===== src/rtl/dma_axi_bridge_if.sv =====
// AXI4 master-side channel bundle (AR/R/AW/W/B) between the DMA bridge and the interconnect.
// The bridge connects through modport master; the memory side or a bench uses modport slave.
interface dma_axi_bridge_if #(
    parameter int ADDR_WIDTH = 32,
    parameter int DATA_WIDTH = 32
);
    logic [ADDR_WIDTH-1:0]   m_araddr;
    logic [7:0]              m_arlen;
    logic [2:0]              m_arsize;
    logic [1:0]              m_arburst;
    logic                    m_arvalid;
    logic                    m_arready;

    logic [DATA_WIDTH-1:0]   m_rdata;
    logic [1:0]              m_rresp;
    logic                    m_rlast;
    logic                    m_rvalid;
    logic                    m_rready;

    logic [ADDR_WIDTH-1:0]   m_awaddr;
    logic [7:0]              m_awlen;
    logic [2:0]              m_awsize;
    logic [1:0]              m_awburst;
    logic                    m_awvalid;
    logic                    m_awready;

    logic [DATA_WIDTH-1:0]   m_wdata;
    logic [DATA_WIDTH/8-1:0] m_wstrb;
    logic                    m_wlast;
    logic                    m_wvalid;
    logic                    m_wready;

    logic [1:0]              m_bresp;
    logic                    m_bvalid;
    logic                    m_bready;

    modport master (
        output m_araddr, m_arlen, m_arsize, m_arburst, m_arvalid,
        input  m_arready,
        input  m_rdata, m_rresp, m_rlast, m_rvalid,
        output m_rready,
        output m_awaddr, m_awlen, m_awsize, m_awburst, m_awvalid,
        input  m_awready,
        output m_wdata, m_wstrb, m_wlast, m_wvalid,
        input  m_wready,
        input  m_bresp, m_bvalid,
        output m_bready
    );

    modport slave (
        input  m_araddr, m_arlen, m_arsize, m_arburst, m_arvalid,
        output m_arready,
        output m_rdata, m_rresp, m_rlast, m_rvalid,
        input  m_rready,
        input  m_awaddr, m_awlen, m_awsize, m_awburst, m_awvalid,
        output m_awready,
        input  m_wdata, m_wstrb, m_wlast, m_wvalid,
        output m_wready,
        output m_bresp, m_bvalid,
        input  m_bready
    );
endinterface


===== src/rtl/dma_axi_bridge.sv =====
// Converts DMA engine burst requests into AXI4 read/write bursts; one outstanding burst per direction.
// Optional macro BRIDGE_TIMEOUT_EN adds per-phase watchdogs that abort a stuck burst and set err_status[3].
module dma_axi_bridge #(
    parameter int ADDR_WIDTH     = 32,
    parameter int DATA_WIDTH     = 32,
    parameter int TIMEOUT_CYCLES = 1024
) (
    input  logic                  clk,
    input  logic                  rst,
    input  logic [ADDR_WIDTH-1:0] rd_req_addr,
    input  logic [4:0]            rd_req_len,
    input  logic                  rd_req_valid,
    output logic                  rd_req_ready,
    output logic [DATA_WIDTH-1:0] rd_rdata,
    output logic                  rd_valid,
    input  logic                  rd_ready,
    output logic                  rd_last,
    input  logic [ADDR_WIDTH-1:0] wr_req_addr,
    input  logic [4:0]            wr_req_len,
    input  logic                  wr_req_valid,
    output logic                  wr_req_ready,
    input  logic [DATA_WIDTH-1:0] wr_data,
    input  logic                  wr_valid,
    output logic                  wr_ready,
    input  logic                  wr_last,
    input  logic                  err_clr,
    output logic [3:0]            err_status,
    dma_axi_bridge_if.master      m_axi
);
    localparam logic [2:0] AXSIZE = 3'($clog2(DATA_WIDTH / 8));

    typedef enum logic [1:0] {RD_IDLE = 2'd0, RD_AR = 2'd1, RD_DATA = 2'd2} rd_state_e;
    typedef enum logic [1:0] {WR_IDLE = 2'd0, WR_AW = 2'd1, WR_DATA = 2'd2, WR_RESP = 2'd3} wr_state_e;

    rd_state_e             rd_state_q, rd_state_d;
    wr_state_e             wr_state_q, wr_state_d;
    logic [ADDR_WIDTH-1:0] rd_addr_q, rd_addr_d, wr_addr_q, wr_addr_d;
    logic [4:0]            rd_len_q, rd_len_d, wr_len_q, wr_len_d;
    logic [4:0]            rd_cnt_q, rd_cnt_d, wr_cnt_q, wr_cnt_d;
    logic [3:0]            err_q, err_d;
    logic                  rd_beat_s, wr_beat_s, wr_gen_last_s;
    logic                  rd_len_err_s, rd_resp_err_s, wr_len_err_s, wr_resp_err_s;
    logic                  rd_timeout_s, wr_timeout_s;

    // read FSM next state, request capture and beat accounting
    always_comb begin
        rd_state_d    = rd_state_q;
        rd_addr_d     = rd_addr_q;
        rd_len_d      = rd_len_q;
        rd_cnt_d      = rd_cnt_q;
        rd_beat_s     = 1'b0;
        rd_len_err_s  = 1'b0;
        rd_resp_err_s = 1'b0;
        case (rd_state_q)
            RD_IDLE: begin
                if (rd_req_valid) begin
                    rd_addr_d  = rd_req_addr;
                    rd_len_d   = rd_req_len;
                    rd_cnt_d   = 5'd0;
                    rd_state_d = RD_AR;
                end else begin
                    rd_state_d = RD_IDLE;
                end
            end
            RD_AR: begin
                if (m_axi.m_arready) begin
                    rd_state_d = RD_DATA;
                end else begin
                    rd_state_d = RD_AR;
                end
            end
            RD_DATA: begin
                rd_beat_s = m_axi.m_rvalid & rd_ready;
                if (rd_beat_s) begin
                    rd_cnt_d      = rd_cnt_q + 5'd1;
                    rd_resp_err_s = (m_axi.m_rresp != 2'b00);
                    // rlast must coincide exactly with the beat whose index equals the requested len
                    rd_len_err_s  = m_axi.m_rlast ^ (rd_cnt_q == rd_len_q);
                    rd_state_d    = m_axi.m_rlast ? RD_IDLE : RD_DATA;
                end else begin
                    rd_state_d = RD_DATA;
                end
            end
            default: rd_state_d = RD_IDLE;
        endcase
        if (rd_timeout_s) begin
            rd_state_d = RD_IDLE;
        end else begin
            rd_state_d = rd_state_d;
        end
    end

    assign wr_gen_last_s = (wr_cnt_q == wr_len_q);

    // write FSM next state; W is only forwarded after the AW handshake
    always_comb begin
        wr_state_d    = wr_state_q;
        wr_addr_d     = wr_addr_q;
        wr_len_d      = wr_len_q;
        wr_cnt_d      = wr_cnt_q;
        wr_beat_s     = 1'b0;
        wr_len_err_s  = 1'b0;
        wr_resp_err_s = 1'b0;
        case (wr_state_q)
            WR_IDLE: begin
                if (wr_req_valid) begin
                    wr_addr_d  = wr_req_addr;
                    wr_len_d   = wr_req_len;
                    wr_cnt_d   = 5'd0;
                    wr_state_d = WR_AW;
                end else begin
                    wr_state_d = WR_IDLE;
                end
            end
            WR_AW: begin
                if (m_axi.m_awready) begin
                    wr_state_d = WR_DATA;
                end else begin
                    wr_state_d = WR_AW;
                end
            end
            WR_DATA: begin
                wr_beat_s = wr_valid & m_axi.m_wready;
                if (wr_beat_s) begin
                    wr_cnt_d     = wr_cnt_q + 5'd1;
                    wr_len_err_s = wr_last ^ wr_gen_last_s;
                    wr_state_d   = wr_gen_last_s ? WR_RESP : WR_DATA;
                end else begin
                    wr_state_d = WR_DATA;
                end
            end
            WR_RESP: begin
                if (m_axi.m_bvalid) begin
                    wr_resp_err_s = (m_axi.m_bresp != 2'b00);
                    wr_state_d    = WR_IDLE;
                end else begin
                    wr_state_d = WR_RESP;
                end
            end
            default: wr_state_d = WR_IDLE;
        endcase
        if (wr_timeout_s) begin
            wr_state_d = WR_IDLE;
        end else begin
            wr_state_d = wr_state_d;
        end
    end

`ifdef BRIDGE_TIMEOUT_EN
    localparam int WD_W = $clog2(TIMEOUT_CYCLES + 1);
    logic [WD_W-1:0] rd_wd_q, rd_wd_d, wr_wd_q, wr_wd_d;
    logic            rd_phase_hs_s, wr_phase_hs_s;

    // read watchdog: cycles in the current phase without that phase's handshake
    always_comb begin
        case (rd_state_q)
            RD_AR:   rd_phase_hs_s = m_axi.m_arready;
            RD_DATA: rd_phase_hs_s = m_axi.m_rvalid & rd_ready;
            default: rd_phase_hs_s = 1'b0;
        endcase
        rd_timeout_s = 1'b0;
        if ((rd_state_q == RD_IDLE) || rd_phase_hs_s) begin
            rd_wd_d = {WD_W{1'b0}};
        end else if (rd_wd_q == WD_W'(TIMEOUT_CYCLES - 1)) begin
            rd_wd_d      = {WD_W{1'b0}};
            rd_timeout_s = 1'b1;
        end else begin
            rd_wd_d = rd_wd_q + {{(WD_W-1){1'b0}}, 1'b1};
        end
    end

    // write watchdog: same rule over AW, W and B phases
    always_comb begin
        case (wr_state_q)
            WR_AW:   wr_phase_hs_s = m_axi.m_awready;
            WR_DATA: wr_phase_hs_s = wr_valid & m_axi.m_wready;
            WR_RESP: wr_phase_hs_s = m_axi.m_bvalid;
            default: wr_phase_hs_s = 1'b0;
        endcase
        wr_timeout_s = 1'b0;
        if ((wr_state_q == WR_IDLE) || wr_phase_hs_s) begin
            wr_wd_d = {WD_W{1'b0}};
        end else if (wr_wd_q == WD_W'(TIMEOUT_CYCLES - 1)) begin
            wr_wd_d      = {WD_W{1'b0}};
            wr_timeout_s = 1'b1;
        end else begin
            wr_wd_d = wr_wd_q + {{(WD_W-1){1'b0}}, 1'b1};
        end
    end

    // watchdog counter registers
    always_ff @(posedge clk) begin
        if (rst) begin
            rd_wd_q <= {WD_W{1'b0}};
            wr_wd_q <= {WD_W{1'b0}};
        end else begin
            rd_wd_q <= rd_wd_d;
            wr_wd_q <= wr_wd_d;
        end
    end
`else
    logic [31:0] unused_timeout_cycles_s;
    assign unused_timeout_cycles_s = TIMEOUT_CYCLES;
    assign rd_timeout_s = 1'b0;
    assign wr_timeout_s = 1'b0;
`endif

    // sticky errors: a new event in the same cycle as err_clr keeps its bit set
    always_comb begin
        if (err_clr) begin
            err_d = 4'b0000;
        end else begin
            err_d = err_q;
        end
        err_d = err_d | {rd_timeout_s | wr_timeout_s, rd_len_err_s | wr_len_err_s,
                         wr_resp_err_s, rd_resp_err_s};
    end

    // state, latched request and counter registers
    always_ff @(posedge clk) begin
        if (rst) begin
            rd_state_q <= RD_IDLE;
            wr_state_q <= WR_IDLE;
            rd_addr_q  <= {ADDR_WIDTH{1'b0}};
            wr_addr_q  <= {ADDR_WIDTH{1'b0}};
            rd_len_q   <= 5'd0;
            wr_len_q   <= 5'd0;
            rd_cnt_q   <= 5'd0;
            wr_cnt_q   <= 5'd0;
            err_q      <= 4'b0000;
        end else begin
            rd_state_q <= rd_state_d;
            wr_state_q <= wr_state_d;
            rd_addr_q  <= rd_addr_d;
            wr_addr_q  <= wr_addr_d;
            rd_len_q   <= rd_len_d;
            wr_len_q   <= wr_len_d;
            rd_cnt_q   <= rd_cnt_d;
            wr_cnt_q   <= wr_cnt_d;
            err_q      <= err_d;
        end
    end

    assign rd_req_ready      = ~rst & (rd_state_q == RD_IDLE);
    assign m_axi.m_arvalid   = (rd_state_q == RD_AR);
    assign m_axi.m_araddr    = rd_addr_q;
    assign m_axi.m_arlen     = {3'b000, rd_len_q};
    assign m_axi.m_arsize    = AXSIZE;
    assign m_axi.m_arburst   = 2'b01;
    assign rd_rdata          = m_axi.m_rdata;
    assign rd_valid          = (rd_state_q == RD_DATA) & m_axi.m_rvalid;
    assign rd_last           = (rd_state_q == RD_DATA) & m_axi.m_rlast;
    assign m_axi.m_rready    = (rd_state_q == RD_DATA) & rd_ready;

    assign wr_req_ready      = ~rst & (wr_state_q == WR_IDLE);
    assign m_axi.m_awvalid   = (wr_state_q == WR_AW);
    assign m_axi.m_awaddr    = wr_addr_q;
    assign m_axi.m_awlen     = {3'b000, wr_len_q};
    assign m_axi.m_awsize    = AXSIZE;
    assign m_axi.m_awburst   = 2'b01;
    assign m_axi.m_wdata     = wr_data;
    assign m_axi.m_wstrb     = {(DATA_WIDTH/8){1'b1}};
    assign m_axi.m_wvalid    = (wr_state_q == WR_DATA) & wr_valid;
    assign m_axi.m_wlast     = (wr_state_q == WR_DATA) & wr_gen_last_s;
    assign wr_ready          = (wr_state_q == WR_DATA) & m_axi.m_wready;
    assign m_axi.m_bready    = (wr_state_q == WR_RESP);

    assign err_status        = err_q;
endmodule


===== src/flat_wrapper.sv =====
// flat-port wrapper written by rule: the top's interface ports become plain ports
module dma_axi_bridge_flat 
#(
    parameter int ADDR_WIDTH     = 32,
    parameter int DATA_WIDTH     = 32,
    parameter int TIMEOUT_CYCLES = 1024
)
  (clk, rst, rd_req_addr, rd_req_len, rd_req_valid, rd_req_ready, rd_rdata, rd_valid, rd_ready, rd_last, wr_req_addr, wr_req_len, wr_req_valid, wr_req_ready, wr_data, wr_valid, wr_ready, wr_last, err_clr, err_status, m_axi_m_araddr, m_axi_m_arlen, m_axi_m_arsize, m_axi_m_arburst, m_axi_m_arvalid, m_axi_m_arready, m_axi_m_rdata, m_axi_m_rresp, m_axi_m_rlast, m_axi_m_rvalid, m_axi_m_rready, m_axi_m_awaddr, m_axi_m_awlen, m_axi_m_awsize, m_axi_m_awburst, m_axi_m_awvalid, m_axi_m_awready, m_axi_m_wdata, m_axi_m_wstrb, m_axi_m_wlast, m_axi_m_wvalid, m_axi_m_wready, m_axi_m_bresp, m_axi_m_bvalid, m_axi_m_bready);
  dma_axi_bridge_if #(.ADDR_WIDTH(ADDR_WIDTH), .DATA_WIDTH(DATA_WIDTH)) m_axi_i ();
  input  logic clk;
  input  logic rst;
  input  logic [ADDR_WIDTH-1:0] rd_req_addr;
  input  logic [4:0] rd_req_len;
  input  logic rd_req_valid;
  output logic rd_req_ready;
  output logic [DATA_WIDTH-1:0] rd_rdata;
  output logic rd_valid;
  input  logic rd_ready;
  output logic rd_last;
  input  logic [ADDR_WIDTH-1:0] wr_req_addr;
  input  logic [4:0] wr_req_len;
  input  logic wr_req_valid;
  output logic wr_req_ready;
  input  logic [DATA_WIDTH-1:0] wr_data;
  input  logic wr_valid;
  output logic wr_ready;
  input  logic wr_last;
  input  logic err_clr;
  output logic [3:0] err_status;
  output wire logic [$bits(m_axi_i.m_araddr)-1:0] m_axi_m_araddr;
  output wire logic [$bits(m_axi_i.m_arlen)-1:0] m_axi_m_arlen;
  output wire logic [$bits(m_axi_i.m_arsize)-1:0] m_axi_m_arsize;
  output wire logic [$bits(m_axi_i.m_arburst)-1:0] m_axi_m_arburst;
  output wire logic [$bits(m_axi_i.m_arvalid)-1:0] m_axi_m_arvalid;
  input wire logic [$bits(m_axi_i.m_arready)-1:0] m_axi_m_arready;
  input wire logic [$bits(m_axi_i.m_rdata)-1:0] m_axi_m_rdata;
  input wire logic [$bits(m_axi_i.m_rresp)-1:0] m_axi_m_rresp;
  input wire logic [$bits(m_axi_i.m_rlast)-1:0] m_axi_m_rlast;
  input wire logic [$bits(m_axi_i.m_rvalid)-1:0] m_axi_m_rvalid;
  output wire logic [$bits(m_axi_i.m_rready)-1:0] m_axi_m_rready;
  output wire logic [$bits(m_axi_i.m_awaddr)-1:0] m_axi_m_awaddr;
  output wire logic [$bits(m_axi_i.m_awlen)-1:0] m_axi_m_awlen;
  output wire logic [$bits(m_axi_i.m_awsize)-1:0] m_axi_m_awsize;
  output wire logic [$bits(m_axi_i.m_awburst)-1:0] m_axi_m_awburst;
  output wire logic [$bits(m_axi_i.m_awvalid)-1:0] m_axi_m_awvalid;
  input wire logic [$bits(m_axi_i.m_awready)-1:0] m_axi_m_awready;
  output wire logic [$bits(m_axi_i.m_wdata)-1:0] m_axi_m_wdata;
  output wire logic [$bits(m_axi_i.m_wstrb)-1:0] m_axi_m_wstrb;
  output wire logic [$bits(m_axi_i.m_wlast)-1:0] m_axi_m_wlast;
  output wire logic [$bits(m_axi_i.m_wvalid)-1:0] m_axi_m_wvalid;
  input wire logic [$bits(m_axi_i.m_wready)-1:0] m_axi_m_wready;
  input wire logic [$bits(m_axi_i.m_bresp)-1:0] m_axi_m_bresp;
  input wire logic [$bits(m_axi_i.m_bvalid)-1:0] m_axi_m_bvalid;
  output wire logic [$bits(m_axi_i.m_bready)-1:0] m_axi_m_bready;
  assign m_axi_m_araddr = m_axi_i.m_araddr;
  assign m_axi_m_arlen = m_axi_i.m_arlen;
  assign m_axi_m_arsize = m_axi_i.m_arsize;
  assign m_axi_m_arburst = m_axi_i.m_arburst;
  assign m_axi_m_arvalid = m_axi_i.m_arvalid;
  assign m_axi_i.m_arready = m_axi_m_arready;
  assign m_axi_i.m_rdata = m_axi_m_rdata;
  assign m_axi_i.m_rresp = m_axi_m_rresp;
  assign m_axi_i.m_rlast = m_axi_m_rlast;
  assign m_axi_i.m_rvalid = m_axi_m_rvalid;
  assign m_axi_m_rready = m_axi_i.m_rready;
  assign m_axi_m_awaddr = m_axi_i.m_awaddr;
  assign m_axi_m_awlen = m_axi_i.m_awlen;
  assign m_axi_m_awsize = m_axi_i.m_awsize;
  assign m_axi_m_awburst = m_axi_i.m_awburst;
  assign m_axi_m_awvalid = m_axi_i.m_awvalid;
  assign m_axi_i.m_awready = m_axi_m_awready;
  assign m_axi_m_wdata = m_axi_i.m_wdata;
  assign m_axi_m_wstrb = m_axi_i.m_wstrb;
  assign m_axi_m_wlast = m_axi_i.m_wlast;
  assign m_axi_m_wvalid = m_axi_i.m_wvalid;
  assign m_axi_i.m_wready = m_axi_m_wready;
  assign m_axi_i.m_bresp = m_axi_m_bresp;
  assign m_axi_i.m_bvalid = m_axi_m_bvalid;
  assign m_axi_m_bready = m_axi_i.m_bready;
  dma_axi_bridge #(.ADDR_WIDTH(ADDR_WIDTH), .DATA_WIDTH(DATA_WIDTH), .TIMEOUT_CYCLES(TIMEOUT_CYCLES)) u_core (.clk(clk), .rst(rst), .rd_req_addr(rd_req_addr), .rd_req_len(rd_req_len), .rd_req_valid(rd_req_valid), .rd_req_ready(rd_req_ready), .rd_rdata(rd_rdata), .rd_valid(rd_valid), .rd_ready(rd_ready), .rd_last(rd_last), .wr_req_addr(wr_req_addr), .wr_req_len(wr_req_len), .wr_req_valid(wr_req_valid), .wr_req_ready(wr_req_ready), .wr_data(wr_data), .wr_valid(wr_valid), .wr_ready(wr_ready), .wr_last(wr_last), .err_clr(err_clr), .err_status(err_status), .m_axi(m_axi_i));
endmodule

===== config.mk =====
export PLATFORM = sky130hd
export DESIGN_NAME = dma_axi_bridge_flat
export DESIGN_NICKNAME = d
export VERILOG_FILES = /design/src/rtl/dma_axi_bridge_if.sv /design/src/rtl/dma_axi_bridge.sv /design/src/flat_wrapper.sv
export SDC_FILE = /design/constraint.sdc
export NUM_CORES = 1
export LEC_CHECK = 0
export BUFFER_PORTS_ARGS = -buffer_cell sky130_fd_sc_hd__clkbuf_2
export CAP_MARGIN = 20
export CELL_PAD_IN_SITES_DETAIL_PLACEMENT = 0
export CELL_PAD_IN_SITES_GLOBAL_PLACEMENT = 2
export CORE_MARGIN = 2
export CORE_UTILIZATION = 21
export CTS_CLUSTER_DIAMETER = 60
export CTS_CLUSTER_SIZE = 25
export DETAILED_ROUTE_END_ITERATION = 7
export GPL_ROUTABILITY_DRIVEN = 0
export GPL_TIMING_DRIVEN = 0
export PLACE_DENSITY_LB_ADDON = 0.2
export SKIP_CTS_REPAIR_TIMING = 1
export SLEW_MARGIN = 20
export SYNTH_ARGS = -nofsm -noshare
export SYNTH_HDL_FRONTEND = slang
export SYNTH_SLANG_ARGS = --single-unit

===== constraint.sdc =====
create_clock -name clk -period 1.8 [get_ports clk]
set_input_delay 0 -clock clk [delete_from_list [all_inputs] [get_ports clk]]
set_output_delay 0 -clock clk [all_outputs]
set_load 0.05 [all_outputs]

After elaboration in Yosys (flattened, before gate mapping)
Cells that the tools add are included.

Logic and storage cells: 73. Input bits: 156. Output and inout port bits: 173. Register bits after elaboration: 92.

Reductions and logical operators: 10. Eq/ne operators: 11. Add/sub/neg operators: 2. Mux-type cells: 26. Bitwise logic cells: 15.

Operators by type and width (number): two-way mux 5 bit (4); case mux 5 bit (2 select lines) (2); two-way mux 2 bit (6); two-way mux 1 bit (11); adder 5 x 1 -> 5 bit, second input constant (2); bitwise AND 1 bit (10); equality test 5 bit (2); case mux 2 bit (4 select lines) (1); nonzero test 2 bit (4); equality test 2 bit, second input constant (3); case mux 2 bit (3 select lines) (1); AND reduction 3 bit (2); equality test 2 x 1 -> 1 bit, second input constant (2); logical NOT 2 bit (2); two-way mux 4 bit (1); != test 2 x 1 -> 1 bit, second input constant (2); != test 2 bit, second input constant (2); OR 4 x 3 -> 4 bit (1); AND reduction 2 bit (2); XOR 1 bit (2); NOT 1 bit (1); OR 1 bit (1).

Longest topological paths before layout
Depth in word-level cells: 6. Depth in mapped cells: 6. Mapped depth without buffers: 5.

Least setup slack after synthesis
No wires, ideal clock.

Kind: flip-flop to flip-flop. Start: register u_core.wr_state_q[0]. End: register u_core.wr_len_q[0]. Cell stages (with the launch flop): 7. Buffers on the path: 3. Arrival time: 1722 ps. Required time: 1739 ps. Clock period less this slack: 1783 ps. Library setup time: 61 ps. Path slack: 17 ps. Path through: dfxtp_1 buf_4 nor3_2 and2_1 buf_4 buf_6 a22o_1.

Cells in the longest elaborated chain, start to end: 2.

RTL lines: start: declaration (RTL line dma_axi_bridge.sv:36) `wr_state_e wr_state_q, wr_state_d;`; start signal: assignment (RTL line dma_axi_bridge.sv:233) `wr_state_q <= wr_state_d;`; logical NOT 2 bit (RTL line dma_axi_bridge.sv:104) `case (wr_state_q)`; AND reduction 2 bit (no source line); end signal: assignment (RTL line dma_axi_bridge.sv:237) `wr_len_q <= wr_len_d;`; end: declaration (RTL line dma_axi_bridge.sv:38) `logic [4:0] rd_len_q, rd_len_d, wr_len_q, wr_len_d;`.

Every way passes these cells. A chain may end at the register's enable or synchronous reset.

Worst setup path after layout
Start: register u_core.wr_state_q[0]. End: register u_core.err_q[1] (netlist: u_core.err_status[1]).

Cells in the longest elaborated chain, start to end: 3.

RTL lines: equality test 2 bit (RTL line dma_axi_bridge.sv:104); two-way mux 1 bit (RTL line dma_axi_bridge.sv:104); OR 4 x 3 -> 4 bit (RTL line dma_axi_bridge.sv:215) `err_d = err_d | {rd_timeout_s | wr_timeout_s, rd_len_err_s | wr_len_err_s,`; end signal: assignment (RTL line dma_axi_bridge.sv:240) `err_q <= err_d;`; end: declaration (RTL line dma_axi_bridge.sv:40) `logic [3:0] err_q, err_d;`.

Every way passes these cells.

==> results.tsv <==
metric	value	unit
status	finished, violations left	
violations	hold timing	
ys_ff_latch	91	
ys_types	37	
io_pins	329	
r2r-start	u_core.wr_state_q[0]	
wl_met3	1299	µm
power-per-cell-area	895.1	nW/µm²
start_util	0.2161	
synthArstFlopShare	0	
final_cells	1068	
slew_viol_final	0	
antenna_found_initial	0	
irDropWorstVdd	0.4089	mV
fill_cells	2011	
hpwlAfterDp	10110	µm
root_buffer	clkbuf_16	
hold_ws	-24.45	ps
port_buffers	242	
setup_tns	0	ps
cp.required	2080	ps
period_share	0.8723	
maxCapViolCount	0	
fin_skew	6.552	ps
synth_area_leaders	dfxtp_1 45%, buf_4 16%, a22o_1 7.9%	
core_area	18890	µm²
numCtsBuffers	9	
fin_ws	229.8	ps
drc	0	
leakage	3.377	nW
syn_inst	452	
synth_top_flop_cell	dfxtp_1	
die_h	143.4	µm
rsz0062_at_grt	false	
die-area	20570	µm²
final_cell_mix	242 x clkbuf_2, 91 x dfxtp_1, 89 x buf_4	
synth_edf_count	0	
path_cells	buf_4 -> and3_1 -> o21ai_0 -> a21oi_1 -> dlygate4sd3_1	
dr_wl_met2	6294	µm
cts_tree	built	
top_layer	met4	
worstReg2RegEnd	u_core.err_status[1]	
dp_slack	295.2	ps
netlist_area	4083	µm²
hold_violations	2	
nets	961	
die_x	143.4	µm
place_inst	973	
rr_worst_depth	5	
grt.total_usage	0.1130	
grt-ovfl-total	0	
num_rows	50	
drive_gt1_frac	0.4542	
clk_pin_slew	70	ps
crit_slowest_cell	dlygate4sd3_1	
end_kind	flop	
htree_levels	3	
m1WireLength	5414	µm
antenna_cells	0	
rrSetupSlack	230	ps
synth.yosys.seq_area_share	0.4462	
max_slew_margin	0.5732	
routed_wl	13180	µm
start_kind	flop	
hold_path_startpoint	m_axi_m_awready	
cp_max_fo	9	
synth_area_per_cell	9.032	µm²
setup_violations	0	
ant_nets	0	
crit_path_max_incr_delay	560	ps
layout_commonest_cell	clkbuf_2	
tightest_slew	640.2	ps
synth_area_leader_cell	dfxtp_1	
wl_per_cell	12.34	µm
grt_pass1_wl	18120	µm
post-route-min-period	1570	ps
yosysTopAreaCellShare	0.4462	
clock_latency	340	ps
area_growth	66.81	%
max_freq	0.6369	GHz
vias_per_cell	3.881	
grt_pass1_vias	3613	
drt_iter0_drc	80	
firstDrtPassIters	4	
min_to	u_core.wr_state_q[1]	
whs_path_depth	3	
clock-sinks	91	
hp-class	in2reg	
arrival	1850	ps
via_count	4145	
ys_warn_count	0	
grt_max_degree	15	
clockBufferDepth	2	
crit_type	reg2reg	
[synth_stat cells (8+ instances only)]
| master | count |
|---|---|
| a21oi_1 | 45 |
| a22o_1 | 37 |
| and2_1 | 10 |
| buf_2 | 8 |
| buf_4 | 89 |
| clkbuf_1 | 8 |
| dfxtp_1 | 91 |
| nand2_1 | 78 |
| nor2_1 | 9 |
| xnor2_1 | 8 |
| xor2_1 | 8 |
[flip-flops by register name, indices dropped and copies added, names as in the netlist]
register               flops
u_core.rd_state_q          2
u_core.wr_len_q            5
u_core.m_axi.m_awaddr     32
u_core.rd_len_q            5
u_core.wr_cnt_q            5
u_core.err_status          3
u_core.wr_state_q          2
u_core.rd_cnt_q            5
u_core.m_axi.m_araddr     32
[power by group]
group | switching [mW] | internal, mW | total [mW]
logic | 1.22 | 0.588 | 1.80
registers | 0.0782 | 2.14 | 2.22
clock network | 0.782 | 1.29 | 2.07
total | 2.08 | 4.02 | 6.10
[how the worst max path moves through the flow]
stage                                     from                    to  slack [ps]  cells after the start
final                     u_core.wr_state_q[0]  u_core.err_status[1]         230                      5
after global routing        u_core.wr_len_q[4]         m_axi_m_wlast         110                      4
after CTS                   u_core.wr_len_q[4]         m_axi_m_wlast         160                      4
after detailed placement    u_core.rd_cnt_q[2]  u_core.err_status[2]         300                      5
after global placement      u_core.rd_cnt_q[2]  u_core.err_status[2]         300                      5
after floorplan           u_core.wr_state_q[0]    u_core.wr_len_q[0]          20                      6
[metrics by stage]
stage          instance area [µm²]  power, mW  utilization
6_report                      6810      6.096       0.3605
5_1_grt                       6810      6.389       0.3605
4_1_cts                       6020      6.069       0.3186
3_5_place_dp                  5690      3.944       0.3012
3_3_place_gp                  5690      3.937       0.3012
2_1_floorplan                 4154      3.535            -
[cell type report]
| cell class | count | area (µm²) | area share |
|---|---|---|---|
| buffer | 111 | 790.8 | 0.1161 |
| tap | 260 | 325.3 | 0.04777 |
| multi-input combinational | 266 | 1530 | 0.2247 |
| inverter | 3 | 11.26 | 0.001654 |
| timing repair buffer | 321 | 2002 | 0.2940 |
| sequential | 91 | 1822 | 0.2675 |
| clock buffer | 12 | 256.5 | 0.03766 |
| clock inverter | 4 | 72.57 | 0.01066 |
[logic make-up after synthesis]
family / share of synthesized area
flip-flops: 0.4462
AO/OA/AOI/OAI: 0.1548
AND/OR/NAND/NOR: 0.1554
adder cells (fa/ha/maj): 0.006128
multiplexers: 0.004904
other: 0.001839
buffers and inverters: 0.1964
XOR/XNOR: 0.03433
[per-layer routing]
layer	global-route usage	vias up
met3	0.04765	11
met2	0.1847	198
met1	0.1309	1831
met5	0	-
met4	0.04489	0
li1	-	2105
[critical path, delay by kind of cell (launching register included)]
family,cells,cell delay (ps)
and+or+nand+nor,1,240
buffers and inverters,2,730
DFF,1,310
AOI/OAI and AO/OA,2,240
No activity file was read; power rests on OpenSTA's default activity.
